File: src/rtl/craps_if.sv
// Roll-in / game-status bus between the dice roller side and the craps game FSM.
interface craps_if #(
    parameter int CNT_W = 8
);
    logic             roll_valid;
    logic [3:0]       dice1;
    logic [3:0]       dice2;
    logic             new_game;
    logic [1:0]       state;
    logic [3:0]       point;
    logic [3:0]       last_sum;
    logic             win;
    logic             lose;
    logic             result_stb;
    logic             bad_roll;
    logic [CNT_W-1:0] roll_cnt;
    logic [CNT_W-1:0] win_cnt;
    logic [CNT_W-1:0] loss_cnt;

    modport master (
        output roll_valid, dice1, dice2, new_game,
        input  state, point, last_sum, win, lose, result_stb, bad_roll,
               roll_cnt, win_cnt, loss_cnt
    );

    modport slave (
        input  roll_valid, dice1, dice2, new_game,
        output state, point, last_sum, win, lose, result_stb, bad_roll,
               roll_cnt, win_cnt, loss_cnt
    );
endinterface

File: src/rtl/craps_game_fsm.sv
// Craps game state machine: come-out roll, point phase, terminal win/lose,
// with saturating per-game roll count and win/loss tallies. All outputs registered.
module craps_game_fsm #(
    parameter int CNT_W = 8
) (
    input  logic     clk,
    input  logic     rst_n,
    craps_if.slave   bus
);
    typedef enum logic [1:0] {
        ST_COME_OUT = 2'b00,
        ST_POINT    = 2'b01,
        ST_WIN      = 2'b10,
        ST_LOSE     = 2'b11
    } state_t;

    state_t           state_r, state_s;
    logic [3:0]       point_r, point_s;
    logic [3:0]       last_sum_r, last_sum_s;
    logic             win_r, win_s;
    logic             lose_r, lose_s;
    logic             result_stb_r, result_stb_s;
    logic             bad_roll_r, bad_roll_s;
    logic [CNT_W-1:0] roll_cnt_r, roll_cnt_s;
    logic [CNT_W-1:0] win_cnt_r, win_cnt_s;
    logic [CNT_W-1:0] loss_cnt_r, loss_cnt_s;

    logic             legal_s;
    logic [3:0]       sum_s;
    logic             in_play_s;

    function automatic logic [CNT_W-1:0] sat_inc(input logic [CNT_W-1:0] v);
        if (v == {CNT_W{1'b1}}) begin
            sat_inc = v;
        end else begin
            sat_inc = v + CNT_W'(1);
        end
    endfunction

    function automatic logic die_ok(input logic [3:0] d);
        die_ok = (d >= 4'd1) && (d <= 4'd6);
    endfunction

    // Next-state, next-output and counter update logic
    always_comb begin
        state_s      = state_r;
        point_s      = point_r;
        last_sum_s   = last_sum_r;
        result_stb_s = 1'b0;
        bad_roll_s   = 1'b0;
        roll_cnt_s   = roll_cnt_r;
        win_cnt_s    = win_cnt_r;
        loss_cnt_s   = loss_cnt_r;
        legal_s      = die_ok(bus.dice1) && die_ok(bus.dice2);
        sum_s        = bus.dice1 + bus.dice2;
        in_play_s    = (state_r == ST_COME_OUT) || (state_r == ST_POINT);

        if (bus.new_game) begin
            // new_game wins over a coincident roll; the roll is simply dropped
            state_s    = ST_COME_OUT;
            point_s    = 4'd0;
            roll_cnt_s = {CNT_W{1'b0}};
        end else if (bus.roll_valid && in_play_s) begin
            if (!legal_s) begin
                bad_roll_s = 1'b1;
            end else begin
                last_sum_s = sum_s;
                roll_cnt_s = sat_inc(roll_cnt_r);
                case (state_r)
                    ST_COME_OUT: begin
                        if ((sum_s == 4'd7) || (sum_s == 4'd11)) begin
                            state_s = ST_WIN;
                        end else if ((sum_s == 4'd2) || (sum_s == 4'd3) || (sum_s == 4'd12)) begin
                            state_s = ST_LOSE;
                        end else begin
                            state_s = ST_POINT;
                            point_s = sum_s;
                        end
                    end
                    ST_POINT: begin
                        if (sum_s == point_r) begin
                            state_s = ST_WIN;
                        end else if (sum_s == 4'd7) begin
                            state_s = ST_LOSE;
                        end else begin
                            state_s = ST_POINT;
                        end
                    end
                    default: begin
                        state_s = ST_COME_OUT;
                    end
                endcase
                if (state_s == ST_WIN) begin
                    result_stb_s = 1'b1;
                    win_cnt_s    = sat_inc(win_cnt_r);
                end else if (state_s == ST_LOSE) begin
                    result_stb_s = 1'b1;
                    loss_cnt_s   = sat_inc(loss_cnt_r);
                end else begin
                    result_stb_s = 1'b0;
                end
            end
        end else begin
            case (state_r)
                ST_COME_OUT, ST_POINT, ST_WIN, ST_LOSE: state_s = state_r;
                default:                                state_s = ST_COME_OUT;
            endcase
        end

        win_s  = (state_s == ST_WIN);
        lose_s = (state_s == ST_LOSE);
    end

    // Output and state registers
    always_ff @(posedge clk or negedge rst_n) begin
        if (!rst_n) begin
            state_r      <= ST_COME_OUT;
            point_r      <= 4'd0;
            last_sum_r   <= 4'd0;
            win_r        <= 1'b0;
            lose_r       <= 1'b0;
            result_stb_r <= 1'b0;
            bad_roll_r   <= 1'b0;
            roll_cnt_r   <= {CNT_W{1'b0}};
            win_cnt_r    <= {CNT_W{1'b0}};
            loss_cnt_r   <= {CNT_W{1'b0}};
        end else begin
            state_r      <= state_s;
            point_r      <= point_s;
            last_sum_r   <= last_sum_s;
            win_r        <= win_s;
            lose_r       <= lose_s;
            result_stb_r <= result_stb_s;
            bad_roll_r   <= bad_roll_s;
            roll_cnt_r   <= roll_cnt_s;
            win_cnt_r    <= win_cnt_s;
            loss_cnt_r   <= loss_cnt_s;
        end
    end

    assign bus.state      = state_r;
    assign bus.point      = point_r;
    assign bus.last_sum   = last_sum_r;
    assign bus.win        = win_r;
    assign bus.lose       = lose_r;
    assign bus.result_stb = result_stb_r;
    assign bus.bad_roll   = bad_roll_r;
    assign bus.roll_cnt   = roll_cnt_r;
    assign bus.win_cnt    = win_cnt_r;
    assign bus.loss_cnt   = loss_cnt_r;
endmodule

File: src/flat_wrapper.sv
// flat-port wrapper written by rule: the top's interface ports become plain ports
module craps_game_fsm_flat 
#(
    parameter int CNT_W = 8
)
  (clk, rst_n, bus_roll_valid, bus_dice1, bus_dice2, bus_new_game, bus_state, bus_point, bus_last_sum, bus_win, bus_lose, bus_result_stb, bus_bad_roll, bus_roll_cnt, bus_win_cnt, bus_loss_cnt);
  craps_if #(.CNT_W(CNT_W)) bus_i ();
  input  logic clk;
  input  logic rst_n;
  input wire logic [$bits(bus_i.roll_valid)-1:0] bus_roll_valid;
  input wire logic [$bits(bus_i.dice1)-1:0] bus_dice1;
  input wire logic [$bits(bus_i.dice2)-1:0] bus_dice2;
  input wire logic [$bits(bus_i.new_game)-1:0] bus_new_game;
  output wire logic [$bits(bus_i.state)-1:0] bus_state;
  output wire logic [$bits(bus_i.point)-1:0] bus_point;
  output wire logic [$bits(bus_i.last_sum)-1:0] bus_last_sum;
  output wire logic [$bits(bus_i.win)-1:0] bus_win;
  output wire logic [$bits(bus_i.lose)-1:0] bus_lose;
  output wire logic [$bits(bus_i.result_stb)-1:0] bus_result_stb;
  output wire logic [$bits(bus_i.bad_roll)-1:0] bus_bad_roll;
  output wire logic [$bits(bus_i.roll_cnt)-1:0] bus_roll_cnt;
  output wire logic [$bits(bus_i.win_cnt)-1:0] bus_win_cnt;
  output wire logic [$bits(bus_i.loss_cnt)-1:0] bus_loss_cnt;
  assign bus_i.roll_valid = bus_roll_valid;
  assign bus_i.dice1 = bus_dice1;
  assign bus_i.dice2 = bus_dice2;
  assign bus_i.new_game = bus_new_game;
  assign bus_state = bus_i.state;
  assign bus_point = bus_i.point;
  assign bus_last_sum = bus_i.last_sum;
  assign bus_win = bus_i.win;
  assign bus_lose = bus_i.lose;
  assign bus_result_stb = bus_i.result_stb;
  assign bus_bad_roll = bus_i.bad_roll;
  assign bus_roll_cnt = bus_i.roll_cnt;
  assign bus_win_cnt = bus_i.win_cnt;
  assign bus_loss_cnt = bus_i.loss_cnt;
  craps_game_fsm #(.CNT_W(CNT_W)) u_core (.clk(clk), .rst_n(rst_n), .bus(bus_i));
endmodule
File: config.mk
export PLATFORM = sky130hd
export DESIGN_NAME = craps_game_fsm_flat
export DESIGN_NICKNAME = d
export VERILOG_FILES = /design/src/rtl/craps_if.sv /design/src/rtl/craps_game_fsm.sv /design/src/flat_wrapper.sv
export SDC_FILE = /design/constraint.sdc
export NUM_CORES = 1
export LEC_CHECK = 0
export ABC_AREA = 1
export CAP_MARGIN = 30
export CELL_PAD_IN_SITES_DETAIL_PLACEMENT = 0
export CELL_PAD_IN_SITES_GLOBAL_PLACEMENT = 1
export CORE_MARGIN = 3
export CORE_UTILIZATION = 40
export CTS_BUF_LIST = sky130_fd_sc_hd__clkbuf_4
export DETAILED_ROUTE_END_ITERATION = 10
export PLACE_DENSITY = 0.85
export SYNTH_ARGS = -nofsm -noshare
export SYNTH_HDL_FRONTEND = slang
export SYNTH_SLANG_ARGS = --single-unit
File: constraint.sdc
create_clock -name clk -period 2.3 [get_ports clk]
set_input_delay 0.69 -clock clk [delete_from_list [all_inputs] [get_ports clk]]
set_output_delay 0.69 -clock clk [all_outputs]
set_load 0.005 [all_outputs]
==> reports/qor.yml <==
end_kind: "register"
syn_area_mm2: 0.00215
whs_ps: 351
clockBufferDepth: 2
ys_async_sr_fraction_pct: 100
vias: 2057
wirelength_um: 5170
final_core_util_pct: 62.1
crit_family: "simple AND/OR/NAND/NOR gates"
critPathBufInv: 2
cpMostUsedCell: "nand2_1"
multiInputGateArea_mm2: 0.00119
nets: 382
required_ps: 2560
synth_edf_count: 0
grt_pass1_wl_um: 8760
root_buffer: "clkbuf_4"
rows: 26
path_clk_slew_ps: 140
drt_pass1_iterations: 4
arrival_ps: 2520
htree_levels: 2
final.period_utilization_pct: 98.3
synth_warnings: 0
post_synth_num_cell_types: 28
dp_slack_ps: -938
min_period_ps: 2260
drt_iter0_drc: 32
dieArea_mm2: 0.00629
ys_seq_area_share_pct: 44.2
cts.sinks: 38
maxCapViolations: 0
syn_avg_cell_area_um2: 7.90
die_w_um: 79.3
ios: 50
leakagePower_nw: 1.56
startpoint_type: "input port"
finClkSkew_ps: 17.8
final_common_cell: "nand2_1"
die_h_um: 79.3
wl_per_cell_um: 11.9
cts_hold_buf: 0
start_util_pct: 41.8
grt_pass1_vias: 1965
min-delay-path-class: "input port to async pin"
coreArea_mm2: 0.00514
peakVddDrop_mv: 0.488
drt-vias-per-instance: 4.74
gp_congestion: 0.846
crit_type: "input port to register"
grt_usage_pct: 17.5
antennaDiodeCount: 0
mostFrequentLayoutCells: "nand2_1 (75), clkdlybuf4s50_1 (42), dfrtp_1 (38)"
seqCellArea_um2: 951
fin_ws_ps: 38.4
overflow: 0
worstMarginPinSlew_ps: 489
status: "complete, no violations"
cts_tree: "built"
critical_path.cell_chain: "buf_8 > ha_4 > inv_2 > fa_2 > xor2_4 > nand2_1 > nand2_1 > nor2_1 > nand3_1 > nand2_2 > a21oi_4 > nand3_4 > nand2_1 > nand2_1"
fillers: 501
drc: 0
layout-drive-gt1-share_pct: 24.5
clock_latency_ps: 360
power_density_mw_per_mm2: 543
hold_viol_final: 0
synthCells: 272
drv_slew: 0
cpMaxStageDelayCell: "fa_2"
synthToLayoutAreaGrowth_pct: 48.4
cpPeakStageDelay_ps: 400
setup_violations: 0
numCtsBuffers: 5
cp_max_fo: 8
port_buffers: 49
antenna_found_initial: 0
drtAntennaViolNets: 0
max_slew_margin_pct: 67.4
grt_max_degree: 39
hpwl_um: 3790
ys.flop_type: "dfrtp_1"
fmax_mhz: 442
rsz0062_at_grt: "true"
syn_nets: 291
ys_seq_elements: 38
[state kept, by name, indices dropped and copies added, names as in the netlist]
| signal | count |
|---|---|
| u_core.bus.loss_cnt | 8 |
| u_core.bus.roll_cnt | 8 |
| u_core.bus.win_cnt | 8 |
| u_core.bus.last_sum | 4 |
| u_core.bus.point | 4 |
| u_core.bus.state | 2 |
| u_core.bus.bad_roll | 1 |
| u_core.bus.lose | 1 |
| u_core.bus.result_stb | 1 |
| u_core.bus.win | 1 |
[synth_stat cells (3+ instances only)]
library cell	number	share of area, %
a21oi_1	4	0.93
dfrtp_1	38	44
ha_1	6	3.5
inv_1	26	4.5
inv_2	4	0.70
nand2_1	81	14
nand3_1	21	4.9
nand4_1	12	3.5
nor2_1	27	4.7
nor2_2	3	0.87
nor3_1	6	1.4
o21a_1	3	1.0
o21ai_0	6	1.4
o21ai_1	4	0.93
xnor2_1	7	2.9
xor2_1	8	3.3
[worst reg2reg max path: stages, from the launching register on]
cell and delay, ps:
dfrtp_1 460, ha_1 230, nand3_1 120, nor2_1 70
nand3_1 70, nand3_1 60, nor2_1 200, nand3_4 160
nor2_4 130, nand2_1 60, nand2_1 50, nand2_1 40
[final timing paths]
kind                                                    from                                  to  slack [ps]  depth (start not counted)
max                                             bus_dice2[0]  u_core.bus.loss_cnt[4]$_DFFE_PN0P_          40                         14
min                                                    rst_n  u_core.bus.loss_cnt[6]$_DFFE_PN0P_         350                          2
max reg2reg                u_core.bus.win_cnt[0]$_DFFE_PN0P_   u_core.bus.win_cnt[7]$_DFFE_PN0P_         570                         11
min reg2reg                u_core.bus.win_cnt[2]$_DFFE_PN0P_   u_core.bus.win_cnt[2]$_DFFE_PN0P_         520                          1
max in group asynchronous                              rst_n       u_core.bus.state[0]$_DFF_PN0_        1590                          2
min in group clk           u_core.bus.win_cnt[2]$_DFFE_PN0P_   u_core.bus.win_cnt[2]$_DFFE_PN0P_         520                          1
[metal layers]
metal	global-route usage, %	up-vias	wire [um]
met5	0	-	0
met4	5.67	0	65
met3	4.76	6	237
met2	28.1	45	2440
met1	22.9	947	2430
li1	-	1059	-
[report_power, final]
group,total [mW],internal [mW],switching (mW)
Clock,0.478,0.228,0.250
Combinational,0.490,0.269,0.220
Sequential,0.765,0.718,0.0469
[cell type report]
| cell class | instances | share of cell area (%) |
|---|---|---|
| multi-input cells | 201 | 37.4 |
| clock buffers | 5 | 1.18 |
| flip-flops and latches | 38 | 29.8 |
| clock inverters | 3 | 1.41 |
| repair buffers | 87 | 24.0 |
| inverters | 30 | 3.53 |
| well taps | 70 | 2.75 |
[cells by family after synthesis]
kind of cell / count (synthesis) / share of synthesized area [%]
mux: 2 / 1.05
buf+inv: 33 / 5.94
simple gates: 158 / 32.8
fa+ha+maj: 7 / 4.42
xor+xnor: 15 / 6.11
flops: 38 / 44.2
compound gates: 19 / 5.41
[stage by stage]
step	area, um^2	total power [mW]	instances	TNS, ps
floorplan	2210	0.970	272	-1740
global placement	2990	1.22	418	-22190
finish	3190	1.73	434	0
detailed placement	2990	1.22	418	-23440
CTS	3130	1.73	429	0
global route	3190	1.83	434	-714
[timing repair]
action / in CTS / in global routing
endpoints found under the setup margin: 25 / 23
pin swaps: 14 / 13
buffers inserted: 3 / 5
resized for setup: 20 / 21
hold endpoints to repair: 0 / 0
(Power assumes the default switching activity.)
